**src/rtl/conv_mem_ctrl_pkg.sv**
```systemverilog
// Shared definitions for the convolution line-memory bank controller:
// mode encodings, a clog2 helper and the block-counter width.
package conv_mem_ctrl_pkg;

    typedef enum logic [1:0] {
        MODE_LOAD = 2'b00,
        MODE_PROC = 2'b01,
        MODE_OUT  = 2'b10,
        MODE_HOLD = 2'b11
    } mode_t;

    localparam int BLKCNT_W = 16;

    function automatic int clog2(input int value);
        int result;
        int v;
        result = 0;
        v = value - 1;
        while (v > 0) begin
            result = result + 1;
            v = v >> 1;
        end
        return result;
    endfunction

endpackage

```
**src/rtl/conv_mem_ctrl_rise_det.sv**
```systemverilog
// Single-flop rising-edge detector with synchronous active-high reset.
module rise_det (
    input  logic clk,
    input  logic rst,
    input  logic d,
    output logic rise
);

    logic d_q;

    always_ff @(posedge clk) begin
        if (rst) begin
            d_q <= 1'b0;
        end else begin
            d_q <= d;
        end
    end

    assign rise = d & ~d_q;

endmodule

```
**src/rtl/conv_mem_ctrl.sv**
```systemverilog
// Bank controller for N+K-1 line memories across LOAD/PROC/OUT/HOLD phases.
// Optional accepted-edge counter enabled by CONV_MEM_CTRL_BLKCNT_EN.
module conv_mem_ctrl
    import conv_mem_ctrl_pkg::*;
#(
    parameter  int N     = 16,
    parameter  int K     = 3,
    parameter  int SUB   = N / 2 + 1,
    localparam int BANKS = N + K - 1,
    localparam int SELW  = clog2(BANKS),
    localparam int SUBW  = (clog2(SUB) < 1) ? 1 : clog2(SUB)
) (
    input  logic                clk,
    input  logic                rst,
    input  logic                i_sop,
    input  logic                i_eop,
    input  logic                i_chblk,
    output logic [1:0]          o_state,
    output logic [SUBW-1:0]     o_substate,
    output logic [BANKS-1:0]    o_we,
    output logic [SELW-1:0]     o_mem_select,
    output logic                o_err,
    output logic [BLKCNT_W-1:0] o_blk_cnt
);

    mode_t            mode;
    mode_t            state;
    logic             chblk_rise;
    logic             transition;
    logic             accept;
    logic             enter_out;
    logic [SUBW-1:0]  substate;
    logic [BANKS-1:0] we_load;
    logic [BANKS-1:0] proc_mask;
    logic [SELW-1:0]  sel_load;
    logic [SELW-1:0]  proc_base;
    logic [SELW-1:0]  sel_out;

    assign mode       = mode_t'({i_eop, i_sop});
    assign transition = (mode != state);
    assign accept     = chblk_rise & ~transition & (state != MODE_HOLD);
    assign enter_out  = (mode == MODE_OUT) && (state != MODE_OUT);

    rise_det u_rise_det (
        .clk  (clk),
        .rst  (rst),
        .d    (i_chblk),
        .rise (chblk_rise)
    );

    always_ff @(posedge clk) begin
        if (rst) begin
            state <= MODE_LOAD;
        end else begin
            state <= mode;
        end
    end

    // Only the active phase's registers move; everything else holds so each
    // phase resumes exactly where it left off.
    always_ff @(posedge clk) begin
        if (rst) begin
            substate  <= '0;
            we_load   <= BANKS'(1);
            proc_mask <= {{(K-1){1'b0}}, {N{1'b1}}};
            sel_load  <= '0;
            proc_base <= '0;
            sel_out   <= '0;
        end else begin
            if (enter_out) begin
                substate <= (substate == SUBW'(SUB - 1)) ? '0 : substate + 1'b1;
            end
            if (accept) begin
                case (state)
                    MODE_LOAD: begin
                        we_load  <= {we_load[BANKS-2:0], we_load[BANKS-1]};
                        sel_load <= (sel_load == SELW'(BANKS - 1)) ? '0 : sel_load + 1'b1;
                    end
                    MODE_PROC: begin
                        proc_mask <= {proc_mask[K-2:0], proc_mask[BANKS-1:K-1]};
                        proc_base <= (proc_base >= SELW'(K - 1)) ?
                                     proc_base - SELW'(K - 1) :
                                     proc_base + SELW'(BANKS - K + 1);
                    end
                    MODE_OUT: begin
                        sel_out <= (sel_out == SELW'(BANKS - 1)) ? '0 : sel_out + 1'b1;
                    end
                    default: ;
                endcase
            end
        end
    end

`ifdef CONV_MEM_CTRL_BLKCNT_EN
    logic [BLKCNT_W-1:0] blk_cnt;

    always_ff @(posedge clk) begin
        if (rst) begin
            blk_cnt <= '0;
        end else if ((mode == MODE_LOAD) && (state != MODE_LOAD)) begin
            blk_cnt <= '0;
        end else if (accept) begin
            blk_cnt <= blk_cnt + 1'b1;
        end
    end

    assign o_blk_cnt = blk_cnt;
`else
    assign o_blk_cnt = '0;
`endif

    always_comb begin
        o_we         = '0;
        o_mem_select = '0;
        o_err        = 1'b0;
        case (state)
            MODE_LOAD: begin
                o_we         = we_load;
                o_mem_select = sel_load;
            end
            MODE_PROC: begin
                o_we         = proc_mask;
                o_mem_select = proc_base;
            end
            MODE_OUT: begin
                o_mem_select = sel_out;
            end
            default: begin
                o_err = 1'b1;
            end
        endcase
    end

    assign o_state    = state;
    assign o_substate = substate;

endmodule

```
**config.mk**
```make
export PLATFORM = sky130hd
export DESIGN_NAME = conv_mem_ctrl
export DESIGN_NICKNAME = d
export VERILOG_FILES = /design/src/rtl/conv_mem_ctrl_pkg.sv /design/src/rtl/conv_mem_ctrl_rise_det.sv /design/src/rtl/conv_mem_ctrl.sv
export SDC_FILE = /design/constraint.sdc
export NUM_CORES = 1
export LEC_CHECK = 0
export CAP_MARGIN = 25
export CELL_PAD_IN_SITES_DETAIL_PLACEMENT = 2
export CELL_PAD_IN_SITES_GLOBAL_PLACEMENT = 2
export CORE_AREA = 4 4 91 93
export DETAILED_ROUTE_END_ITERATION = 7
export DIE_AREA = 0 0 95 97
export DONT_BUFFER_PORTS = 1
export PLACE_DENSITY = 0.87
export SLEW_MARGIN = 15
export SYNTH_ARGS = -nofsm -noshare
export SYNTH_HDL_FRONTEND = slang
export SYNTH_SLANG_ARGS = --single-unit
```
**constraint.sdc**
```tcl
create_clock -name clk -period 3.4 [get_ports clk]
set_clock_uncertainty 0.1 [all_clocks]
set_input_delay 0.17 -clock clk [delete_from_list [all_inputs] [get_ports clk]]
set_output_delay 0.17 -clock clk [all_outputs]
set_load 0.01 [all_outputs]
```
==> qor.csv <==
metric,value,unit
status,"finished, final reports clean",
ios,51,
worst-path-buf-inv,0,
antenna_found_initial,0,
post_cts_resize_count,0,
synth-seq-cells,57,
drc,0,
vdd_drop_max,163,uV
slowest_stage,and3_1,
fmax,0.422,GHz
power_leakage,0.00120,uW
die-area,9220,sq um
viasPerCell,5.21,
critPathRequiredTime,3.54,ns
finalNetCount,366,
crit_arrival,2.51,ns
worstHoldPathType,in -> reg,
synth_top_area_cell,dfxtp_1,
insertion_delay,0.33,ns
htree_levels,3,
grt_max_degree,41,
dp_hpwl,5450,um
layout.cells.non_filler,460,
yosysWarnings,0,
synth_area,2840,sq um
wire_per_inst,17.8,um
p_total,1470,uW
crit-reg2reg-capture,proc_base[4]$_SDFFE_PP0P_,
layout-drive-gt1-share,6.42,%
holdWs,0.0187,ns
combPwrFrac,6.6,%
post-cts-setup-buffers,0,
grt.total_usage,18.8,%
internal_power,1110,uW
syn_avg_cell_area,7.92,sq um
vias,2398,
synth.top_cell.area_share,40.2,%
hp-start,rst,
grt.overflow.total,0,
clkTransAtPathRegs,0.07,ns
regToRegSetupSlack,1.03,ns
path_max_fanout,20,
grt_pass1_vias,2608,
seq_area_frac_synth,40.2,%
powerDensity,479,nW/um^2
setup_viol,0,
p_clk_share,46.6,%
die_width,95,um
worstMarginPinSlew,0.873,ns
r2r_cells,4,
antenna_cells,0,
crit_path_end_kind,register,
core-area,7530,sq um
grt_pass1_wl,13600,um
wirelength,8210,um
worstSetupPathType,reg -> reg,
r2r-start,o_state[1]$_SDFF_PP0_,
clockRootBuffer,clkbuf_8,
clock_sinks,57,
core.rowCount,32,
cts_tree,yes,
whs_path_depth,2,
rsz0062_at_grt,no,
hold_viol,0,
setup_tns,0,ns
p_seq_share,46.8,%
ant_nets,0,
dr.pass1.iters,4,
path_delay_family,simple AND/OR/NAND/NOR gates,
min_to,we_load[4]$_SDFFE_PP0P_,
critPathMaxStageDelay,0.73,ns
ys_top_cells_by_area,"dfxtp_1 40%, nand2_1 11%, mux2i_1 9.5%",
max_cap_violations,0,
switching_share,24.2,%
cts_buffer_depth,2,
dp_cells,440,
syn_inst,358,
drt_iter0_markers,68,
cts-buffers-inserted,9,
port_buffers,0,
die_h,97,um
crit_chain,nor2b_1 > and3_1 > a31oi_1 > a311oi_1,
yosysUniqueCellTypes,43,
initial_core_util,37.7,%
start_kind,register,
p_sw,356,uW
relSlewSlack,41.8,%
nFillCells,889,
gp_congestion,0.837,
fin_crit_sh,69.7,%
syn_to_final_growth,8.25,%
period_needed,2.37,ns
slew_viol_final,0,
what timing repair did:
action,4_1_cts,5_1_grt
hold buffers,4,0
hold endpoints to repair,40,0
endpoints found under the setup margin,0,0
cell type report:
| cell class | count | area [sq um] | share of cell area (%) |
|---|---|---|---|
| multi-input cells | 268 | 1490 | 48.4 |
| flip-flops and latches | 57 | 1140 | 37.2 |
| clock buffers | 10 | 128 | 4.16 |
| well taps | 102 | 128 | 4.16 |
| clock inverters | 6 | 82.6 | 2.69 |
| repair buffers | 6 | 65.1 | 2.12 |
| inverters | 11 | 41.3 | 1.34 |
sequential cells by signal, summed over array words and instances, names as in the netlist:
register        count
o_substate          4
proc_base           4
sel_out             5
sel_load            5
we_load            18
o_state             2
proc_mask          18
u_rise_det.d_q      1
layer usage:
layer / routed length (um) / GRT usage [%] / vias to the layer above
met1: 3550 / 22.8 / 1199
met5: 0 / 0 / -
met3: 323 / 3.65 / 10
li1: - / - / 1149
met2: 4220 / 31.9 / 40
met4: 122 / 7.55 / 0
power by group through the flow:
stage | clock network (uW) | registers [uW] | logic, uW
after floorplan | 0 | 697 | 92.3
after global placement | 0 | 702 | 79.7
after detailed placement | 0 | 703 | 84.1
after CTS | 704 | 688 | 98.7
after global routing | 738 | 690 | 108
final | 685 | 688 | 96.4
cells in the final DEF (no fill, tap or decap), types with 2 or more instances in the layout:
cell and count:
or3_1 2, dlygate4sd3_1 3, buf_4 2, nand2_1 81, conb_1 16, nor2_1 35
dfxtp_1 57, o21ai_0 8, a31oi_1 3, nor3_1 2, clkinv_2 3, nor4_1 2
a21oi_1 28, clkbuf_8 9, and3_1 2, a211oi_1 2, and2_1 2, nor4bb_1 2
inv_1 10, nand3_1 23, ha_1 8, nor3b_1 2, nor2b_1 4, xnor2_1 2
mux2i_1 27, bufinv_16 2
through the flow:
stage | area, sq um | worst slack, ns | utilization, %
2_1_floorplan | 2890 | 1.67 | -
4_1_cts | 3070 | 1.04 | 40.8
6_report | 3070 | 1.03 | 40.8
5_1_grt | 3070 | 0.852 | 40.8
3_5_place_dp | 2810 | 1.11 | 37.3
3_3_place_gp | 2810 | 1.24 | 37.3
kinds of logic after synthesis:
logic type                 share of synthesized area, %
AOI/OAI and AO/OA                                  8.78
buffers and inverters                              9.40
and+or+nand+nor                                    27.8
adders and majority gates                          3.53
xor gates and xnor gates                          0.618
DFF                                                40.2
other                                             0.132
muxes                                              9.53
synthesized netlist by cell type:
cell type  instances
nor3_2             1
nand4b_1           1
buf_6              1
a211oi_1           2
a31oi_1            3
buf_2              6
or4b_1             1
a311o_1            1
nor2_1            35
mux2i_1           27
nor3b_1            2
and4_1             1
nor3_1             2
nand3_1           23
clkbuf_1          11
a311oi_1           1
nand4bb_1          1
nand2_1           81
or2_2              1
xnor2_1            2
conb_1             1
nor4_1             2
nand3b_1           1
inv_1             10
nand2b_1           1
and3_1             2
or3_1              2
a21oi_1           28
dfxtp_1           57
and2_1             2
buf_4             19
nand2_4            1
ha_1               8
o22ai_1            1
o21ai_0            8
clkinv_1           1
nor2b_1            4
nor3b_2            1
and2b_1            1
a41o_1             1
nand3_2            1
nor4bb_1           2
or4_1              1
how the worst max path moves through the flow:
stage / from / end / depth (start not counted)
6_report: o_state[1]$_SDFF_PP0_ / proc_base[4]$_SDFFE_PP0P_ / 4
5_1_grt: o_state[1]$_SDFF_PP0_ / proc_base[4]$_SDFFE_PP0P_ / 4
4_1_cts: o_state[1]$_SDFF_PP0_ / proc_base[4]$_SDFFE_PP0P_ / 4
3_5_place_dp: o_state[1]$_SDFF_PP0_ / proc_base[4]$_SDFFE_PP0P_ / 4
3_3_place_gp: o_state[1]$_SDFF_PP0_ / proc_base[4]$_SDFFE_PP0P_ / 4
2_1_floorplan: proc_base[2]$_SDFFE_PP0P_ / proc_base[3]$_SDFFE_PP0P_ / 5
No activity file was read; power rests on OpenSTA's default activity.
